### src/rtl/sm83_bus_ctrl.sv
`default_nettype none
// +--------------------------------------------------------------------------+
// | sm83_bus_ctrl : SM83 bus front end - T1..T4 phasing, wait/timeout,       |
// |                 address/data latches, instruction register, lock-up flag |
// | Revision      : 1.0                                                      |
// +--------------------------------------------------------------------------+
module sm83_bus_ctrl #(
  parameter int ADDR_W      = 16,
  parameter int DATA_W      = 8,
  parameter int HI_CLR_BITS = 8,
  parameter int MAX_WAIT    = 15
) (
  input  logic              clk,
  input  logic              reset,
  output logic              t1,
  output logic              t2,
  output logic              t3,
  output logic              t4,
  output logic              stall,
  input  logic              mread,
  input  logic              mwrite,
  input  logic              ext_ready,
  output logic              rd,
  output logic              wr,
  output logic              bus_err,
  input  logic [ADDR_W-1:0] ain,
  input  logic              apin_we,
  output logic [ADDR_W-1:0] aout,
  input  logic [DATA_W-1:0] din,
  input  logic              dl_we,
  output logic [DATA_W-1:0] dout,
  output logic [DATA_W-1:0] ext_dout,
  input  logic [DATA_W-1:0] ext_din,
  input  logic              vec_sel,
  input  logic [DATA_W-1:0] vec_data,
  input  logic              ctl_zero_data_oe,
  input  logic              ctl_ir_we,
  input  logic              ctl_ir_bank_we,
  input  logic              ctl_ir_bank_cb_set,
  output logic [DATA_W-1:0] opcode,
  output logic              bank_cb,
  output logic              ill_op
);

  localparam int c_WCW = (MAX_WAIT < 2) ? 1 : $clog2(MAX_WAIT + 1);

  localparam logic [1:0] c_T1 = 2'd0;
  localparam logic [1:0] c_T2 = 2'd1;
  localparam logic [1:0] c_T3 = 2'd2;
  localparam logic [1:0] c_T4 = 2'd3;

  localparam logic [c_WCW-1:0]  c_WAIT_LIMIT = c_WCW'(MAX_WAIT);
  // Upper HI_CLR_BITS of the address; evaluates to 0 when HI_CLR_BITS==0.
  localparam logic [ADDR_W-1:0] c_HI_MASK    = ~({ADDR_W{1'b1}} >> HI_CLR_BITS);

  logic [1:0]        r_state;
  logic [c_WCW-1:0]  r_wait_cnt;
  logic              r_timeout;
  logic              r_rd;
  logic              r_wr;
  logic [ADDR_W-1:0] r_aout;
  logic [DATA_W-1:0] r_data;
  logic [DATA_W-1:0] r_opcode;
  logic              r_bank_cb;
  logic              r_ill_op;

  logic              w_busy;
  logic              w_at_limit;
  logic              w_t3_done;
  logic              w_is_t4;
  logic              w_rd_t4;
  logic [DATA_W-1:0] w_data_t4;
  logic              w_ill_code;
  logic              w_ill_hit;

  assign w_busy     = r_rd | r_wr;
  assign w_at_limit = (r_wait_cnt == c_WAIT_LIMIT);
  assign w_t3_done  = !w_busy || ext_ready || w_at_limit;
  assign w_is_t4    = (r_state == c_T4);
  assign w_rd_t4    = r_rd && w_is_t4;

  // Phase FSM; the timeout flag is captured on the forced T3->T4 exit.
  always_ff @(posedge clk) begin
    if (reset) begin
      r_state    <= c_T4;
      r_wait_cnt <= '0;
      r_timeout  <= 1'b0;
    end else begin
      case (r_state)
        c_T1: r_state <= c_T2;
        c_T2: r_state <= c_T3;
        c_T3: begin
          if (w_t3_done) begin
            r_state   <= c_T4;
            r_timeout <= w_busy && !ext_ready && w_at_limit;
          end else begin
            r_wait_cnt <= r_wait_cnt + 1'b1;
          end
        end
        c_T4: begin
          r_state    <= c_T1;
          r_wait_cnt <= '0;
          r_timeout  <= 1'b0;
        end
        default: r_state <= c_T4;
      endcase
    end
  end

  // Requests are sampled only at T4; a read request wins over a write.
  always_ff @(posedge clk) begin
    if (reset) begin
      r_rd <= 1'b0;
      r_wr <= 1'b0;
    end else if (w_is_t4) begin
      r_rd <= mread && !r_ill_op;
      r_wr <= mwrite && !mread && !r_ill_op;
    end
  end

  always_ff @(posedge clk) begin
    if (reset) begin
      r_aout <= '0;
    end else if (apin_we) begin
      r_aout <= ain;
    end else if (w_is_t4) begin
      r_aout <= r_aout & ~c_HI_MASK;
    end
  end

  always_comb begin
    w_data_t4 = vec_sel ? vec_data : ext_din;
    if (r_timeout && r_rd) begin
      w_data_t4 = '1;
    end
    if (ctl_zero_data_oe) begin
      w_data_t4 = '0;
    end
  end

  always_ff @(posedge clk) begin
    if (reset) begin
      r_data <= '0;
    end else if (ctl_zero_data_oe) begin
      r_data <= '0;
    end else if (dl_we) begin
      r_data <= din;
    end else if (w_rd_t4) begin
      r_data <= w_data_t4;
    end
  end

  always_ff @(posedge clk) begin
    if (reset) begin
      r_opcode  <= '0;
      r_bank_cb <= 1'b0;
    end else begin
      if (ctl_ir_we) begin
        r_opcode <= w_data_t4;
      end
      if (ctl_ir_bank_we) begin
        r_bank_cb <= ctl_ir_bank_cb_set;
      end
    end
  end

  // Unused base-page opcodes lock the core up; only meaningful for 8-bit data.
  if (DATA_W == 8) begin : g_ill_dec
    always_comb begin
      case (w_data_t4)
        8'hD3, 8'hDB, 8'hDD, 8'hE3, 8'hE4, 8'hEB,
        8'hEC, 8'hED, 8'hF4, 8'hFC, 8'hFD: w_ill_code = 1'b1;
        default:                           w_ill_code = 1'b0;
      endcase
    end
  end else begin : g_ill_none
    assign w_ill_code = 1'b0;
  end

  assign w_ill_hit = ctl_ir_we && !r_bank_cb && w_ill_code;

  always_ff @(posedge clk) begin
    if (reset) begin
      r_ill_op <= 1'b0;
    end else if (w_ill_hit) begin
      r_ill_op <= 1'b1;
    end
  end

  assign t1       = (r_state == c_T1);
  assign t2       = (r_state == c_T2);
  assign t3       = (r_state == c_T3);
  assign t4       = w_is_t4;
  assign stall    = (r_state == c_T3) && !w_t3_done;
  assign rd       = r_rd;
  assign wr       = r_wr;
  assign bus_err  = w_is_t4 && r_timeout;
  assign aout     = r_aout;
  assign dout     = w_rd_t4 ? w_data_t4 : r_data;
  assign ext_dout = r_data;
  assign opcode   = ctl_ir_we ? w_data_t4 : r_opcode;
  assign bank_cb  = r_bank_cb;
  assign ill_op   = r_ill_op;

endmodule
`default_nettype wire

### config.mk
export PLATFORM = sky130hd
export DESIGN_NAME = sm83_bus_ctrl
export DESIGN_NICKNAME = d
export VERILOG_FILES = /design/src/rtl/sm83_bus_ctrl.sv
export SDC_FILE = /design/constraint.sdc
export NUM_CORES = 1
export LEC_CHECK = 0
export ABC_AREA = 1
export BUFFER_PORTS_ARGS = -buffer_cell sky130_fd_sc_hd__buf_2
export CAP_MARGIN = 15
export CORE_ASPECT_RATIO = 0.9
export CORE_MARGIN = 5
export CORE_UTILIZATION = 35
export DETAILED_ROUTE_END_ITERATION = 10
export HOLD_SLACK_MARGIN = 0.08
export PLACE_DENSITY = 0.67
export SLEW_MARGIN = 0
export SYNTH_ARGS = -nofsm -noshare
export SYNTH_HDL_FRONTEND = slang
export SYNTH_SLANG_ARGS = --single-unit
### constraint.sdc
create_clock -name clk -period 1.44 [get_ports clk]
set_input_delay 0.144 -clock clk [delete_from_list [all_inputs] [get_ports clk]]
set_output_delay 0.144 -clock clk [all_outputs]
set_load 0.1 [all_outputs]
Word level (Yosys, flattened, before mapping) --
Index checks and enable logic that the tools add are counted.
Word-level totals: register bits 43, bits in latches 0, bits in writable memories 0, ROM bits 0, input bits 52, output and inout bits 50, logic and storage cells 71, memories 0
Operators by class: add/subtract/negate cells 1, multiply operators 0, div/mod/pow operators 0, magnitude comparators 0, eq/ne operators 17, shift-type cells 0, multiplexer cells 15, bitwise logic cells 1, reductions and logical operators 26
Operator list (number):
- 8-bit == test, second input constant | 11
- 8-bit two-way mux | 6
- 16-bit two-way mux | 2
- 1-bit logical AND | 11
- 11-bit OR reduction | 1
- 2-bit one-hot mux with 4 select lines | 1
- 4-bit one-hot mux with 2 select lines | 1
- 1-bit zero test | 6
- 4-bit by 1-bit adder with 4-bit output, second input constant | 1
- 2-bit == test, second input constant | 2
- 4-bit == test, second input constant | 1
- 4-bit two-way mux | 1
- 2-bit AND reduction | 2
- 2-bit nonzero test | 2
- 2-bit by 1-bit == test with 1-bit output, second input constant | 1
- 2-bit zero test | 1
- 1-bit logical OR | 2
- 1-bit two-way mux | 2
- 2-bit two-way mux | 1
- 2-bit by 1-bit != test with 1-bit output, second input constant | 1
- 2-bit != test, second input constant | 1
- 1-bit one-hot mux with 2 select lines | 1
- 2-bit OR reduction | 1
- 1-bit bitwise OR | 1

Logic depth before layout (Yosys ltp) --
depth after elaboration 7, gate-level depth with buffers 9, mapped depth without buffers 9

Worst setup path before layout --
OpenSTA, ideal clock, no wires.
path type flip-flop to flip-flop, start reg r_state[0], end reg r_data[0], in the netlist ext_dout[0], library setup time 0.067 ns, data arrival time 3.969 ns, data required time 1.373 ns, path slack -2.596 ns, stages on the path, launching flop included 7, path buffers 1, period minus slack after synthesis 4.036 ns, path through dfxtp_1 ha_1 buf_4 nand2_1 o21ai_0 o21ai_1 inv_1
On the way: word-level cells in the longest chain between the ends 4
Ends and longest elaborated chain:
- start, declared | line 56 | logic [1:0] r_state;
- start signal, assigned | line 85 | r_state <= c_T4;
- start signal, assigned | line 90 | c_T1: r_state <= c_T2;
- start signal, assigned | line 91 | c_T2: r_state <= c_T3;
- 2-bit == test | line 79 | assign w_is_t4 = (r_state == c_T4);
- net t4 | line 18 | output logic t4,
- 1-bit logical AND | line 80 | assign w_rd_t4 = r_rd && w_is_t4;
- 8-bit two-way mux
- net dout[0] | line 31 | output logic [DATA_W-1:0] dout,
- 8-bit two-way mux
- end signal, assigned | line 147 | r_data <= din;
- end signal, assigned | line 149 | r_data <= w_data_t4;
- end, declared | line 62 | logic [DATA_W-1:0] r_data;
The timed path passes the listed nets, and every way through them passes these cells. A chain may end at the register's enable or synchronous reset.

Final worst setup path --
start reg r_rd, in the netlist rd, end out stall
On the way: word-level cells in the longest chain between the ends 6
Ends and longest elaborated chain:
- start, declared | line 59 | logic r_rd;
- start signal, assigned | line 116 | r_rd <= mread && !r_ill_op;
- 1-bit bitwise OR | line 76 | assign w_busy = r_rd | r_wr;
- 1-bit zero test | line 78 | assign w_t3_done = !w_busy || ext_ready || w_at_limit;
- 1-bit logical OR (2 in series) | line 78
- 1-bit zero test | line 194 | assign stall = (r_state == c_T3) && !w_t3_done;
- 1-bit logical AND | line 194
- end, declared | line 19 | output logic stall,
Every way passes these cells.

==> run_results.csv <==
group,metric,value,unit
cells_and_area,final_util,65.9,%
sta,fin_crit,1590,ps
pwr,power_frac_comb,49.6,%
synthesis,synth_area,2040,sq um
synthesis,synth.top_cells.by_count,"nand2_1, dfxtp_1, inv_1",
global_routing,grtUsageMet1,20.3,%
sta,slew_headroom,66.7,%
clocking,root_buffer,"clkbuf_8",
critical_path,worstPathArrival,1450,ps
cells_and_area,drive_above_1_share,48.3,%
pwr,p_total,4.15,mW
cells_and_area,n_antenna_cell,0,
global_routing,use_met3,6.34,%
critical_path,startpoint_type,"flip-flop",
clocking,path_clk_slew,90,ps
place,gp_congestion,0.850,
sta,period_share,111,%
sta,skew,9.85,ps
cells_and_area,nets,489,
routing,routed_via_density,4.76,
routing,wirelength,6700,microns
synthesis,ys_seq_area_share,42.2,%
synthesis,synth_edf_count,0,
global_routing,grt_use_total,16.8,%
critical_path,crit_type,"flip-flop to primary output",
pwr,p_int,2.27,mW
routing,dr.pass1.iters,4,
routing,drc,0,
floorplan,initial_core_util,36.1,%
synthesis,synth_area_leader_cell,"dfxtp_1",
outcome,outcome,"complete, but fails checks",
critical_path,crit_top_cell,"nor2_4",
critical_path,crit_chain,"buf_4 > buf_6 > nor2_4 > nor2_4 > nand3_4 > clkinvlp_4 > buf_12",
global_routing,grt_pass1_vias,2250,
synthesis,yosysWarnings,0,
floorplan,io_pins,102,
critical_path,path_max_fanout,3,
pwr,ir_worst_vdd,716,uV
routing,vias,2395,
synthesis,synth.area.top_cells,"dfxtp_1, nand2_1, a21oi_1",
global_routing,grt_overflow,0,
synthesis,synth_nets,363,
synthesis,synth_top_cell_area_share,42.2,%
global_routing,grt_pass1_wl,10400,microns
synthesis,yosysMostFrequentCell,"nand2_1",
sta,final_hold_viol_count,0,
critical_path,crit_path_max_incr_delay,380,ps
sta,rsz0062_at_grt,"true",
synthesis,ys_ff_latch,43,
routing,wl_per_cell,13.3,microns
floorplan,die_w,90.5,microns
pwr,powerDensity,1110,nW/um^2
worst_hold_path,hold_path.class,"input pin to flip-flop",
synthesis,ys_async_sr_fraction,0,%
pwr,pwr-share-seq,31.9,%
floorplan,coreArea,5660,sq um
clocking,clk_latency,300,ps
global_routing,grt_util_met2,27.6,%
clocking,cts_tree,"yes",
sta,drv_slew,0,
synthesis,syn_area_per_cell,6.67,sq um
flow_run,maxCapViolCount,0,
outcome,violations,"setup timing",
pwr,leakage,1.81,nW
floorplan,die_h,82.4,microns
clocking,cts.htree.levels,2,
global_routing,grt_start_max_net_pins,23,
sta,fin_hold_ws,94.4,ps
cells_and_area,areaGrowthSynthToFinish,82.9,%
synthesis,synth_cell_type_count,25,
cells_and_area,instances_no_fill,503,
global_routing,top_usage_layer,"met2",
floorplan,rows,26,
clocking,clock_sinks,43,
pwr,pwr-share-clk,18.5,%
sta,finalWorstSetupSlack,-154,ps
sta,worst_pin_slew,503,ps
pwr,p_sw_share,45.2,%
floorplan,dieArea,7460,sq um
global_routing,antenna_found_initial,0,
sta,final-setup-viol-count,20,
routing,antenna_left,0,
place,dp.final_hpwl,4810,microns
place,dp_cells,474,
synthesis,synth_ff_type,"dfxtp_1",
clocking,clockBufferDepth,2,
clocking,numCtsBuffers,5,
pwr,p_switching,1.87,mW
critical_path,crit_path_top_delay_cell,"dfxtp_4",
routing,first_iter_violations,102,
critical_path,end_kind,"primary output",
sta,timing.fmax,0.627,GHz
synthesis,netlist_instances,306,
place,portBuffers,101,
critical_path,worstPathRequired,1300,ps
flip-flops by register name, indices dropped and copies added (netlist names):
signal,cells
bank_cb,1
ext_dout,8
wr,1
r_opcode,8
aout,16
r_state,2
r_timeout,1
r_wait_cnt,4
ill_op,1
rd,1
layout make-up:
| class | count | area [sq um] |
|---|---|---|
| inverter | 37 | 154 |
| timing repair buffer | 129 | 1080 |
| tap | 70 | 87.6 |
| clock buffer | 5 | 68.8 |
| fill | 473 | 1930 |
| clock inverter | 3 | 20.0 |
| sequential | 43 | 892 |
| multi-input combinational | 216 | 1430 |
final timing paths:
check | from | endpoint | slack [ps] | depth (start not counted)
max | rd$_SDFFE_PP0P_ | stall | -150 | 7
max reg2reg | r_state[0]$_SDFFE_PP1N_ | r_wait_cnt[2]$_SDFFE_PP0P_ | -10 | 8
min | ain[6] | aout[6]$_SDFFE_PP0P_ | 90 | 3
min reg2reg | aout[10]$_SDFFE_PP0P_ | aout[10]$_SDFFE_PP0P_ | 460 | 2
power by group through the flow:
stage	Sequential, mW	Combinational, mW	Clock (mW)
finish	1.32	2.06	0.769
global route	1.33	2.15	0.858
CTS	1.32	1.93	0.796
detailed placement	1.35	1.81	0
global placement	1.35	1.80	0
floorplan	1.69	0.991	0
repair_timing:
| action | in CTS | in global routing |
|---|---|---|
| setup endpoints to repair | 17 | 29 |
| hold endpoints to repair | 7 | 0 |
| gates cloned | 1 | 0 |
| buffers inserted | 7 | 6 |
| hold buffers | 7 | 0 |
| pin swaps | 13 | 9 |
| gates resized for setup | 28 | 23 |
logic make-up (layout without fill, tap and decap cells):
group           after synthesis  in the layout  synth area share (%)
simple gates                153            154                  30.7
buf+inv                      48            174                  9.69
flops                        43             43                  42.2
fa+ha+maj                     5              5                  3.07
compound gates               57             57                  14.3
per-stage QoR:
stage / setup slack (ps) / area [sq um] / TNS [ps]
after CTS: -130 / 3590 / -1790
final: -154 / 3730 / -1660
after global placement: 95.2 / 3280 / 0
after global routing: -213 / 3730 / -3220
after floorplan: -452 / 2370 / -5540
after detailed placement: 58.8 / 3280 / 0
routing by layer:
layer	up-vias	wire (microns)
li1	1227	-
met1	1077	2830
met2	81	3260
met3	10	516
met4	0	95
met5	-	0
layout by cell type (no fill, tap or decap):
master,netlist,routed
buf_2,5,79
nand2_1,91,64
dfxtp_1,43,32
a21oi_1,33,31
inv_1,36,30
nor2_1,33,26
buf_12,0,22
buf_4,1,17
nand2_4,0,13
o21ai_0,17,12
nand3_1,21,11
nand2_2,1,10
nand3_2,1,8
dlygate4sd3_1,0,7
dfxtp_4,0,7
nor2_4,0,6
nand2_8,0,6
o21ai_4,0,5
o21ai_1,4,5
clkbuf_8,0,5
inv_2,1,4
dfxtp_2,0,4
buf_6,1,4
nand3_4,0,3
clkinvlp_4,0,3
ha_4,0,3
nor2_2,1,2
a21oi_2,0,2
nor3_2,1,2
inv_8,0,1
or2_4,0,1
o22ai_1,1,1
o211ai_1,1,1
and3_1,1,1
nand4_1,1,1
ha_2,0,1
ha_1,5,1
clkinv_1,0,1
clkinv_4,0,1
worst max-delay path, delay by kind of cell (launching register included):
| family | cells | cell delay (ps) |
|---|---|---|
| buffers and inverters | 4 | 550 |
| flip-flops | 1 | 380 |
| AND/OR/NAND/NOR | 3 | 220 |
Note: power is estimated with default switching activity, not from simulation.
